<file path="config.mk">
export PLATFORM = sky130hd
export DESIGN_NAME = alm_mult_arbiter
export DESIGN_NICKNAME = d
export VERILOG_FILES = /design/src/rtl/alm_mult_arbiter.sv
export SDC_FILE = /design/constraint.sdc
export NUM_CORES = 1
export LEC_CHECK = 0
export BUFFER_PORTS_ARGS = -buffer_cell sky130_fd_sc_hd__buf_4
export CAP_MARGIN = 25
export CORE_ASPECT_RATIO = 0.8
export CORE_MARGIN = 2
export CORE_UTILIZATION = 40
export DETAILED_ROUTE_END_ITERATION = 6
export GPL_TIMING_DRIVEN = 0
export HOLD_SLACK_MARGIN = 0.06
export SYNTH_ARGS = -nofsm -noshare
export SYNTH_HDL_FRONTEND = slang
export SYNTH_SLANG_ARGS = --single-unit
</file>
<file path="constraint.sdc">
create_clock -name i_clk -period 15.2 [get_ports i_clk]
set_input_delay 4.56 -clock i_clk [delete_from_list [all_inputs] [get_ports i_clk]]
set_output_delay 4.56 -clock i_clk [all_outputs]
set_load 0.01 [all_outputs]
</file>
<file path="src/rtl/alm_mult_arbiter.sv">
// Round-robin arbiter in front of one shared signed 8x8 multiplier (exact or DR-ALM approximate),
// with a fixed-latency, globally stalled pipeline and id-tagged responses.
module alm_mult_arbiter #(
  parameter int NUM_REQ     = 4,
  parameter int TRUNC_WIDTH = 6,
  parameter int LAT         = 2
) (
  input  logic                       i_clk,
  input  logic                       i_rst,
  input  logic [NUM_REQ-1:0]         i_req_valid,
  output logic [NUM_REQ-1:0]         o_req_ready,
  input  logic [8*NUM_REQ-1:0]       i_req_a,
  input  logic [8*NUM_REQ-1:0]       i_req_b,
  input  logic [NUM_REQ-1:0]         i_req_exact,
  output logic                       o_rsp_valid,
  output logic [$clog2(NUM_REQ)-1:0] o_rsp_id,
  output logic [15:0]                o_rsp_z,
  input  logic                       i_rsp_ready,
  output logic                       o_busy,
  output logic [15:0]                o_op_cnt
);

  localparam int IDW = $clog2(NUM_REQ);
  localparam int FW  = TRUNC_WIDTH - 2;
  localparam int NST = LAT - 1;

  function automatic logic [2:0] lead_one(input logic [7:0] m);
    lead_one = '0;
    for (int i = 0; i < 8; i++)
      if (m[i]) lead_one = 3'(i);
  endfunction

  // Mitchell log multiply: each fraction keeps FW bits below the leading one with its LSB
  // forced to 1, which centres the truncation error instead of always rounding down.
  function automatic logic [15:0] enhanced_dr_alm_8bit_signed(input logic signed [7:0] a,
                                                              input logic signed [7:0] b);
    logic [7:0]    ma, mb, na, nb;
    logic [2:0]    ka, kb;
    logic [FW-1:0] fa, fb;
    logic [FW:0]   s;
    logic [3:0]    sh;
    logic [23:0]   p;
    logic [15:0]   mag;
    ma = a[7] ? 8'(-a) : 8'(a);
    mb = b[7] ? 8'(-b) : 8'(b);
    ka = lead_one(ma);
    kb = lead_one(mb);
    na = ma << (3'd7 - ka);
    nb = mb << (3'd7 - kb);
    fa = FW'(na >> (7 - FW)) | FW'(1);
    fb = FW'(nb >> (7 - FW)) | FW'(1);
    s  = {1'b0, fa} + {1'b0, fb};
    sh = {1'b0, ka} + {1'b0, kb};
    if (s[FW]) p = 24'(s) << (sh + 4'd1);
    else       p = 24'({1'b1, s[FW-1:0]}) << sh;
    mag = 16'(p >> FW);
    if (ma == 8'd0 || mb == 8'd0) enhanced_dr_alm_8bit_signed = '0;
    else if (a[7] ^ b[7])         enhanced_dr_alm_8bit_signed = 16'(-mag);
    else                          enhanced_dr_alm_8bit_signed = mag;
  endfunction

  logic [IDW-1:0]    ptr;
  logic              s0_v;
  logic signed [7:0] s0_a, s0_b;
  logic              s0_exact;
  logic [IDW-1:0]    s0_id;
  logic [NST-1:0]    s_v;
  logic [IDW-1:0]    s_id [NST];
  logic [15:0]       s_z  [NST];
  logic [15:0]       op_cnt;

  logic              stall, rsp_hs, found, accept;
  logic [IDW-1:0]    gidx;
  logic [NUM_REQ-1:0] gnt;
  logic signed [15:0] ea, eb;
  logic [15:0]       prod;

  assign stall  = o_rsp_valid & ~i_rsp_ready;
  assign rsp_hs = o_rsp_valid & i_rsp_ready;

  always_comb begin : arb
    logic [IDW-1:0] idx;
    found = 1'b0;
    gidx  = '0;
    gnt   = '0;
    idx   = '0;
    for (int k = 0; k < NUM_REQ; k++) begin
      idx = IDW'((int'(ptr) + k) % NUM_REQ);
      if (!found && i_req_valid[idx]) begin
        found = 1'b1;
        gidx  = idx;
      end
    end
    accept = found & ~stall;
    if (accept) gnt[gidx] = 1'b1;
  end

  assign o_req_ready = gnt;

  assign ea   = $signed({{8{s0_a[7]}}, s0_a});
  assign eb   = $signed({{8{s0_b[7]}}, s0_b});
  assign prod = s0_exact ? 16'(ea * eb) : enhanced_dr_alm_8bit_signed(s0_a, s0_b);

  always_ff @(posedge i_clk or posedge i_rst) begin
    if (i_rst) begin
      ptr      <= '0;
      s0_v     <= 1'b0;
      s0_a     <= '0;
      s0_b     <= '0;
      s0_exact <= 1'b0;
      s0_id    <= '0;
      s_v      <= '0;
      for (int i = 0; i < NST; i++) begin
        s_id[i] <= '0;
        s_z[i]  <= '0;
      end
      op_cnt   <= '0;
    end else begin
      if (rsp_hs) op_cnt <= op_cnt + 16'd1;
      if (!stall) begin
        s0_v <= accept;
        if (accept) begin
          s0_a     <= i_req_a[8*gidx +: 8];
          s0_b     <= i_req_b[8*gidx +: 8];
          s0_exact <= i_req_exact[gidx];
          s0_id    <= gidx;
          ptr      <= (gidx == IDW'(NUM_REQ - 1)) ? '0 : gidx + 1'b1;
        end
        // Bubbles move valid only; data registers keep their last payload.
        s_v[0] <= s0_v;
        if (s0_v) begin
          s_id[0] <= s0_id;
          s_z[0]  <= prod;
        end
        for (int i = 1; i < NST; i++) begin
          s_v[i] <= s_v[i-1];
          if (s_v[i-1]) begin
            s_id[i] <= s_id[i-1];
            s_z[i]  <= s_z[i-1];
          end
        end
      end
    end
  end

  assign o_rsp_valid = s_v[NST-1];
  assign o_rsp_id    = s_id[NST-1];
  assign o_rsp_z     = s_z[NST-1];
  assign o_busy      = s0_v | (|s_v);
  assign o_op_cnt    = op_cnt;

endmodule

</file>
==> results, run 1 <==
- After global routing the overflow that remains totals 0.
- The insertion delay to the later sink of the worst-skew pair is 0.34 ns.
- The total of flip-flops plus latches after synthesis is 57.
- The floorplan has between 40 and 50 rows.
- For the worst setup path, the data arrival time is around 6.8 ns.
- The worst setup path is launched from an input pin.
- The detailed placer's ending HPWL is around 17,000 um.
- Summed over all nets, wire length on met2 after detailed routing comes to 9600 um.
- For the worst flop-to-flop path, the logic depth is 27.
- The minimum clock period after layout is 11.38 ns.
- The synthesized-area fraction occupied by ao, oa, aoi and oai cells is 0.176.
- Wire segments on met3 add up to between 1000 and 1500 um in the final route.
- Yosys mapped a number of flops with a built-in enable equal to 0.
- The core area is roughly 19,000 um^2.
- The clock tree from TritonCTS is done.
- The number of antenna violations at the first check in global routing is 0.
- The CTS sink count is 57.
- The cell area that synthesis handed to floorplanning was about 7600 um^2.
- The first global-routing pass estimated around 35,000 um of wire.
- The end of the worst register-to-register path is o_rsp_z[9]$_DFFE_PP0P_.
- For this design, the slowest cell found on the critical path is sky130_fd_sc_hd__a211oi_1.
- Dividing the detail-routed wire length by the instance count gives between 15 and 20 um.
- The library cell occupying the most area in the post-synthesis netlist is sky130_fd_sc_hd__dfrtp_1.
- The maximum fanout along the worst path is 11.
- The area growth from synthesis to layout is 20.2%.
- The share of the Yosys chip area taken by registers is 0.188.
- The maximum clock frequency is roughly 0.09 GHz.
- In the final timing run, aggregate negative setup slack is 0 ns.
- The routability congestion estimate is between 0.9 and 1.
- The number of setup violations in the final report is 0.
- The floorplan step defined a die boundary enclosing ~20,000 um^2.
- The main flop type after synthesis is sky130_fd_sc_hd__dfrtp_1.
- Data on the critical path is required at its endpoint by 10.64 ns.
- The number of max-cap violations is 0.
- In this run, the number of DRC markers left after iteration 0 of detailed routing was 365.
- Of all flip-flops after synthesis, the portion carrying an async set or reset was 1.00.
- After synthesis, the largest family of logic cells by area is simple AND/OR/NAND/NOR gates.
- The count of nets left with antenna violations once routing finished came out at 0.
- Of the total synthesized cell area, the portion taken by AND, OR, NAND and NOR gates is 0.248.
- For the pin with the worst max-slew slack, the measured transition is between 0.9 and 1 ns.
- The launch instance of the worst register-to-register path is s0_a[0]$_DFFE_PP0P_.
- For this run, the slowest stage of the critical path takes 0.44 ns.
- The first detailed-routing pass took 5 iterations.
- The fraction of synthesized area in multiplexers is 0.0219.
- The worst min-delay path category is reg -> reg.
- In this run, distinct cell masters in the synthesized netlist total 81.
- The parity-gate share of the synthesized area counting xor and xnor cells is 0.0671.
- The area share of the leading cell type in the synthesized netlist is 0.188.
- On the final layout, the worst clock skew is just under 0.008 ns.
- The total count of max-transition violations in the final report came to 0.
- Dividing the detail-routed via count by the number of cells gives ~5.3.
- A synthesized cell averages around 7.8 um^2.
- The fraction of final layout cells with drive strength greater than 1 is 0.150.
- The number of hold violations in the final report is 0.
- The vias after detailed routing is roughly 7,300.
- The detailed router put a total of approximately 11,000 um of wire on met1.
- The I/O pin count is between 100 and 150.
- For this run, the number of Yosys warnings is 0.
- The flow ran to the end, and the final reports show no timing, DRC or antenna violations.
- The end of the critical path is o_req_ready[0].
- The antenna cell count is 0.
- The number of gates resized after CTS was 0.
- The final routed wirelength across all metal layers is 21,800 um.
- From left edge to right edge, the die measures roughly 160 um.
- The post-synthesis adder-cell area fraction is 0.228.
- The via count of the first global-routing pass is a little under 7,000.
- The count of buffers added on input and output ports is 114.
- Post-CTS timing repair inserted 0 buffers for setup.
- The cell that appears most often on the critical path is sky130_fd_sc_hd__nor2_1.
- In the post-synthesis netlist, the biggest area contributors are sky130_fd_sc_hd__dfrtp_1, sky130_fd_sc_hd__fa_1, sky130_fd_sc_hd__ha_1.
- The worst max-slew margin expressed relative to the limit is 0.391.
- Traced cell by cell, the critical path runs through buf_4 -> inv_1 -> nor2_1 -> a21oi_1 -> nor2_1 -> a211oi_1 -> buf_2 -> clkinv_1 -> clkbuf_1 -> ha_1 -> inv_1 -> nor2_1 -> buf_4.
- After clock tree synthesis, the clock-pin slew on the worst setup and hold paths is ~0.050 ns.
- The die is 127 um tall.
- The number of clock buffers added by TritonCTS is 9.
- After detailed routing, the number of remaining DRC violations is 0.
- The highest layer touched by signal routing is met4.
- The critical path in this run is classified as in -> out.
- Counting every net in the synthesized netlist gives about 1,200.
- At the end of the flow, the number of nets in the layout was about 1,300.
- Synthesis produced a netlist whose cell count is 973.
- The starting density of the core is 0.403.
- For this run, the total global-route usage over all layers was measured as 0.220.
- Entering global routing, the biggest net connects 34 pins.
- The clock passes through at most 2 buffers.
- CTS placed an instance of sky130_fd_sc_hd__clkbuf_16 at the clock tree root.
- Buffers inserted to repair hold after CTS numbered 0.
- The level count of the clock H-tree is 3.
- The worst register-to-register path has a setup slack of between 7 and 8 ns.
- The critical path starts at i_req_valid[0].
- Setup repair after global routing left no endpoint under its margin.
- The critical path endpoint category is an output port.
- The share of the cycle needed by the critical path after routing is 0.748.
## how the worst min path moves through the flow
stage                                  start                  endpoint  slack (ns)  cells after the start
floorplan               s0_id[0]$_DFFE_PP0P_   o_rsp_id[0]$_DFFE_PP0P_        0.44                      2
global placement     o_rsp_id[0]$_DFFE_PP0P_   o_rsp_id[0]$_DFFE_PP0P_        0.46                      2
detailed placement   o_rsp_id[1]$_DFFE_PP0P_   o_rsp_id[1]$_DFFE_PP0P_        0.47                      2
CTS                 o_op_cnt[15]$_DFFE_PP0P_  o_op_cnt[15]$_DFFE_PP0P_        0.48                      1
global route        o_op_cnt[15]$_DFFE_PP0P_  o_op_cnt[15]$_DFFE_PP0P_        0.50                      1
finish              o_op_cnt[15]$_DFFE_PP0P_  o_op_cnt[15]$_DFFE_PP0P_        0.47                      1
## cell type report
cell class	count	area [um^2]
Sequential cell	57	1430
Fill cell	1935	9690
Multi-Input combinational cell	774	5630
Timing Repair Buffer	116	881
Clock inverter	5	78.8
Inverter	90	340
Buffer	52	198
Tap cell	258	323
Clock buffer	11	243
## critical path: cells and delay by family
| kind | cells | cell delay, ns |
|---|---|---|
| and+or+nand+nor | 3 | 0.15 |
| AOI/OAI and AO/OA | 2 | 0.57 |
| buffers and inverters | 7 | 1.26 |
| adders and majority gates | 1 | 0.27 |
## cell usage in the layout (no fill, tap or decap), drive strengths merged, types with 6 or more instances in the layout
cell type and count:
o22ai 7, fa 57, a31oi 9, xnor2 36, xor2 20, mux2i 11, inv 88, nor3 15
nor2b 8, nand3 30, nand2b 14, clkbuf 60, and3 7, a21oi 34, nand2 131, dfrtp 57
nor4 6, and2 36, ha 47, a221oi 11, buf 119, or3 7, o21ai 65, a211oi 6
nor2 127
## layer usage
| layer | global-route usage | vias up |
|---|---|---|
| met5 | 0 | - |
| met3 | 0.0421 | 16 |
| met2 | 0.340 | 217 |
| li1 | - | 3556 |
| met4 | 0.0323 | 0 |
| met1 | 0.328 | 3461 |
## state kept, by name, indices dropped and copies added (netlist names)
name and flops:
s0_v 1, o_rsp_valid 1, o_op_cnt 16, s0_id 2
o_rsp_z 16, s0_a 8, s0_b 8, o_rsp_id 2
ptr 2, s0_exact 1
## logic make-up after synthesis
| kind of cell | after synthesis |
|---|---|
| xor gates and xnor gates | 56 |
| buffers and inverters | 142 |
| adders and majority gates | 104 |
| AOI/OAI and AO/OA | 196 |
| DFF | 57 |
| and+or+nand+nor | 402 |
| muxes | 16 |
## synthesized netlist by cell type (3+ instances only)
| master | n |
|---|---|
| sky130_fd_sc_hd__or3_1 | 6 |
| sky130_fd_sc_hd__nor3b_1 | 3 |
| sky130_fd_sc_hd__or3b_2 | 4 |
| sky130_fd_sc_hd__o21ai_1 | 4 |
| sky130_fd_sc_hd__o211ai_1 | 4 |
| sky130_fd_sc_hd__a21o_1 | 5 |
| sky130_fd_sc_hd__o22ai_1 | 7 |
| sky130_fd_sc_hd__mux2i_1 | 11 |
| sky130_fd_sc_hd__xor2_1 | 19 |
| sky130_fd_sc_hd__a21oi_1 | 33 |
| sky130_fd_sc_hd__dfrtp_1 | 57 |
| sky130_fd_sc_hd__nand2_1 | 131 |
| sky130_fd_sc_hd__nand2b_1 | 14 |
| sky130_fd_sc_hd__a221o_1 | 3 |
| sky130_fd_sc_hd__ha_1 | 47 |
| sky130_fd_sc_hd__fa_1 | 57 |
| sky130_fd_sc_hd__or2_2 | 3 |
| sky130_fd_sc_hd__nor2_1 | 127 |
| sky130_fd_sc_hd__nand3_1 | 30 |
| sky130_fd_sc_hd__o21ai_0 | 61 |
| sky130_fd_sc_hd__a221oi_1 | 10 |
| sky130_fd_sc_hd__and3_1 | 6 |
| sky130_fd_sc_hd__a41oi_1 | 4 |
| sky130_fd_sc_hd__nand4_1 | 3 |
| sky130_fd_sc_hd__mux2_2 | 5 |
| sky130_fd_sc_hd__inv_1 | 86 |
| sky130_fd_sc_hd__nor4_1 | 5 |
| sky130_fd_sc_hd__o311ai_0 | 3 |
| sky130_fd_sc_hd__o31ai_1 | 3 |
| sky130_fd_sc_hd__o221ai_1 | 5 |
| sky130_fd_sc_hd__and2_1 | 36 |
| sky130_fd_sc_hd__a31oi_1 | 9 |
| sky130_fd_sc_hd__clkbuf_1 | 49 |
| sky130_fd_sc_hd__xnor2_1 | 36 |
| sky130_fd_sc_hd__a32oi_1 | 4 |
| sky130_fd_sc_hd__a211oi_1 | 5 |
| sky130_fd_sc_hd__nor3_1 | 14 |
| sky130_fd_sc_hd__nor2b_1 | 8 |
## through the flow
step | utilization | hold slack (ns) | instances | area [um^2] | worst slack (ns)
floorplan | - | 0.439 | 973 | 7590 | 4.17
global placement | 0.466 | 0.464 | 1345 | 8770 | 3.16
detailed placement | 0.468 | 0.469 | 1347 | 8800 | 3.84
CTS | 0.485 | 0.481 | 1363 | 9120 | 3.82
global route | 0.485 | 0.496 | 1363 | 9120 | 3.57
finish | 0.485 | 0.474 | 1363 | 9120 | 3.82
Power of run 1 is not shown: default switching activity piles up to over one toggle a cycle in this logic, so the estimate is an artifact.
==> run 2: changes to the inputs <==
--- a/config.mk
+++ b/config.mk
@@ -5,6 +5,7 @@
 export SDC_FILE = /design/constraint.sdc
 export NUM_CORES = 1
 export LEC_CHECK = 0
+export ABC_AREA = 1
 export BUFFER_PORTS_ARGS = -buffer_cell sky130_fd_sc_hd__buf_4
 export CAP_MARGIN = 25
 export CORE_ASPECT_RATIO = 0.8
==> constraint.sdc (replaced) <==
create_clock -name i_clk -period 10.75 [get_ports i_clk]
set_input_delay 3.225 -clock i_clk [delete_from_list [all_inputs] [get_ports i_clk]]
set_output_delay 3.225 -clock i_clk [all_outputs]
set_load 0.01 [all_outputs]
==> run 2 against run 1 <==
Compared with the run above:
- register-to-register slack got worse by 3.0 ns
- synthesized area increased by 2.7%
- synthesized cell count grew 16%
- sequential share of layout area decreased by 0.33 points
- critical path type unchanged
- routed wire length up 5.2%
==> results, run 2 <==
- The maximum number of buffers from clock root to sink is 2 (unchanged).
- The buffers plus inverters on the worst setup path is 7 (unchanged).
- The worst reg2reg path depth is 31 (+15%).
- The number of hold violations in the final report was 0 (unchanged).
- The number of core rows is 45 (unchanged).
- The number of distinct library cell variants in the gate-level netlist after synthesis is 53 (-35%).
- The post-detailed-route DRC marker count is 0 (unchanged).
- The detailed placer's ending HPWL is 18,300 um (+4.9%).
- The async set or reset register ratio after synthesis came to 1.00 (unchanged).
- The first-pass iteration count of the detailed router was 6 (+1).
- The count of buffers from port buffering is 114 (unchanged).
- The total of flip-flops plus latches after synthesis came to 57 (unchanged).
- The worst register-to-register path ends at o_rsp_z[10]$_DFFE_PP0P_.
- The vias after detailed routing is 7,677 (+5.9%).
- Yosys instantiated no cell more often than sky130_fd_sc_hd__nand2_1.
- Ranked by total cell area, the synthesized netlist is headed by sky130_fd_sc_hd__dfrtp_1, sky130_fd_sc_hd__fa_1, sky130_fd_sc_hd__nand2_1.
- The area share of the leading cell type in the synthesized netlist is 0.183 (-0.00489).
- The I/O pin count is 115 (unchanged).
- Among all flip-flop cells after synthesis, the most frequent one is sky130_fd_sc_hd__dfrtp_1.
- The worst max-slew margin expressed relative to the limit is 0.490 (+0.0992).
- The first-iteration detailed-routing DRC count is 465 (+27%).
- The launch instance of the worst register-to-register path is s0_a[0]$_DFFE_PP0P_.
- The instance count of the mapped netlist is 1,130 (+16%).
- Leaving out fill and tap cells, the most frequent cell in the layout is sky130_fd_sc_hd__nand2_1.
- The register-to-register setup slack came to 4.73 ns (-2.98 ns).
- The number of inserted filler cells in the final layout is 2,009 (+3.8%).
- The run finished with clean final reports.
- The portion of the post-synthesis area used by sequential elements came to 0.183 (-0.00489).
- The parity-gate share of the synthesized area counting xor and xnor cells is 0.0358 (-0.0313).
- The number of setup violations in the final report is 0 (unchanged).
- The data arrival time of the critical path is 5.10 ns (-1.72 ns).
- The global-route usage over all layers is 0.234 (+0.0135).
- The worst hold path begins at s0_v$_DFFE_PP0N_.
- The post-CTS resize count is 0 (unchanged).
- Clock tree synthesis selected as its root buffer the cell sky130_fd_sc_hd__clkbuf_16.
- By area, the combinational part of the netlist is dominated by simple AND/OR/NAND/NOR gates.
- The average footprint of a synthesized cell is 6.89 um^2 (-12%).
- The ratio of routed vias to standard cells was 5.05 (-5.0%).
- The die boundary width came to 160 um (+1.3%).
- The post-detailed-route wirelength per cell came to 15.1 um (-5.6%).
- The net total in the final layout is 1,435 (+12%).
- In this design, the critical path's most frequently occurring cell is sky130_fd_sc_hd__buf_4.
- The number of flops mapped to enable cells by yosys came to 0 (unchanged).
- The number of antenna violations at the first check in global routing came to 0 (unchanged).
- The CTS sink count was 57 (unchanged).
- For this run, the top clock speed supported by timing is 0.120 GHz.
- Setup repair after global routing left no endpoint under its margin.
- The number of nets in the synthesized netlist was 1,309 (+14%).
- The starting density of the core is 0.409 (+0.00588).
- The maximum fanout along the worst path is 11 (unchanged).
- Among all stages on the critical path, the largest delay is contributed by sky130_fd_sc_hd__o21ai_0.
- On the critical path the largest part of the delay comes from buffers and inverters.
- The post-cts hold buffer count is 0 (unchanged).
- The delay of the slowest cell on the worst path came to 0.29 ns (-0.15 ns).
- The mapped cell area is 7790 um^2 (+2.7%).
- The area of the die came to 20,600 um^2 (+2.6%).
- The fraction of synthesized area in multiplexers is 0.00787 (-0.0141).
- After layout, the minimum clock period comes to 8.32 ns.
- The synthesized-area fraction occupied by ao, oa, aoi and oai cells was 0.136 (-0.0402).
- By count the netlist is led by sky130_fd_sc_hd__nand2_1, sky130_fd_sc_hd__inv_1, sky130_fd_sc_hd__nor2_1.
- The overflow left after global routing came to 0 (unchanged).
- The via count of the first global-routing pass came to 7,568 (+9.6%).
- The critical path class is in -> out.
- The critical path starts at i_req_valid[1].
- The worst min-delay path category is reg -> reg.
- The simple-gate share of the synthesized area is 0.279 (+0.0310).
- The antenna cell count was 0 (unchanged).
- The final routed wirelength across all metal layers is 23,000 um (+5.2%).
- The number of warnings printed during yosys synthesis is 0 (unchanged).
- The routability congestion estimate was 0.906 (-2.3%).
- The number of setup buffers added after CTS is 0 (unchanged).
- Traced cell by cell, the critical path runs through buf_4 -> inv_1 -> o21ai_0 -> o21ai_2 -> nand2_2 -> nor2_4 -> o21ai_0 -> nand3_2 -> inv_2 -> buf_4 -> buf_4 -> ha_1 -> inv_1 -> nor2_1 -> buf_4.
- The maximum number of pins on one net before global-route repair was 34 (unchanged).
- The core area is 19,000 um^2 (+1.2%).
- The kind of start point of the critical path is an input pin.
- The critical path endpoint category is an output port.
- The remaining antenna violation count after routing is 0 (unchanged).
- The first-pass GRT wire length was 38,400 um (+8.5%).
- The share of the cycle needed by the critical path after routing is 0.774.
- The clock skew after layout came to 0.00988 ns (+0.00196 ns).
- The post-synthesis adder-cell area fraction is 0.222 (-0.00593).
- The area growth from synthesis to layout is 19.6%.
- The cell depth of the worst setup path is 15 (+2).
- The synthesized design spends more area on one cell type than any other, namely sky130_fd_sc_hd__dfrtp_1.
- The total count of max-transition violations in the final report is 0 (unchanged).
- The die height is 129 um (+1.3%).
- The number of max-cap violations is 0 (unchanged).
- In the layout the commonest cells are sky130_fd_sc_hd__nand2_1, sky130_fd_sc_hd__inv_1, sky130_fd_sc_hd__buf_4, sky130_fd_sc_hd__nor2_1, sky130_fd_sc_hd__nand3_1.
- The level count of the clock H-tree is 3 (unchanged).
- The end of the critical path is o_req_ready[3].
- The required time at the worst-slack endpoint is 7.53 ns (-3.11 ns).
- The clock slew seen by the registers of the worst setup and hold paths was 0.05 ns (about the same).
- The clock tree from TritonCTS is done.
- The pin slew with the least headroom to its limit was 0.765 ns (-0.139 ns).
- The insertion delay to the later sink of the worst-skew pair came to 0.35 ns (about the same).
- The summed negative setup slack over all endpoints came to 0 ns (unchanged).
- The CTS buffer count was 9 (unchanged).
- The fraction of final layout cells with drive strength greater than 1 was 0.169 (+0.0187).
==> run 2: cell types whose count changed after synthesis, moves of 25 or more <==
cell,before,now
sky130_fd_sc_hd__nand2_1,131,255
sky130_fd_sc_hd__inv_1,86,200
sky130_fd_sc_hd__nand3_1,30,76
sky130_fd_sc_hd__and2_1,36,0
sky130_fd_sc_hd__clkbuf_1,49,16
sky130_fd_sc_hd__xnor2_1,36,11
==> run 2: logic make-up after synthesis <==
| group | Yosys count |
|---|---|
| compound gates | 177 |
| xor+xnor | 31 |
| fa+ha+maj | 104 |
| buf+inv | 259 |
| flops | 57 |
| mux | 6 |
| simple gates | 496 |
==> run 2: worst reg2reg max path: cells and delay by family (launching register included) <==
family / cells / cell delay (ns)
compound gates: 3 / 0.78
fa+ha+maj: 5 / 1.55
flops: 1 / 0.37
buf+inv: 9 / 1.59
simple gates: 13 / 1.36
xor+xnor: 1 / 0.33
==> run 2: worst min-delay path by stage <==
| stage | cells after the start | end |
|---|---|---|
| after detailed placement | 2 | o_rsp_valid$_DFFE_PP0N_ |
| final | 2 | o_rsp_valid$_DFFE_PP0N_ |
| after floorplan | 2 | o_rsp_valid$_DFFE_PP0N_ |
| after global routing | 1 | o_op_cnt[14]$_DFFE_PP0P_ |
| after global placement | 2 | o_rsp_valid$_DFFE_PP0N_ |
| after CTS | 2 | o_rsp_valid$_DFFE_PP0N_ |
==> run 2: metrics by stage <==
stage	worst slack, ns	cell area, um^2	util	instances	hold slack (ns)
floorplan	2.83	7790	-	1130	0.443
global placement	2.49	8970	0.471	1502	0.474
detailed placement	2.43	8990	0.472	1503	0.475
CTS	2.42	9320	0.490	1519	0.487
global route	2.26	9320	0.490	1519	0.515
finish	2.43	9320	0.490	1519	0.482
==> run 2: metal layers <==
metal  vias up  wire length, um  global-route usage
met5         -                0                   0
met4         0              271              0.0509
met3        20             1390              0.0361
met2       248             9970               0.377
met1      3591            11300               0.334
li1       3818                -                   -
==> run 2: cell type report <==
| class | instances | area (um^2) | area share |
|---|---|---|---|
| buffer | 41 | 241 | 0.0259 |
| clock inverter | 7 | 103 | 0.0110 |
| tap | 258 | 323 | 0.0346 |
| multi-input combinational | 814 | 5300 | 0.569 |
| sequential | 57 | 1430 | 0.153 |
| clock buffer | 9 | 225 | 0.0242 |
| inverter | 218 | 821 | 0.0881 |
| timing repair buffer | 115 | 876 | 0.0940 |
Power of run 2 is left out for the same reason.
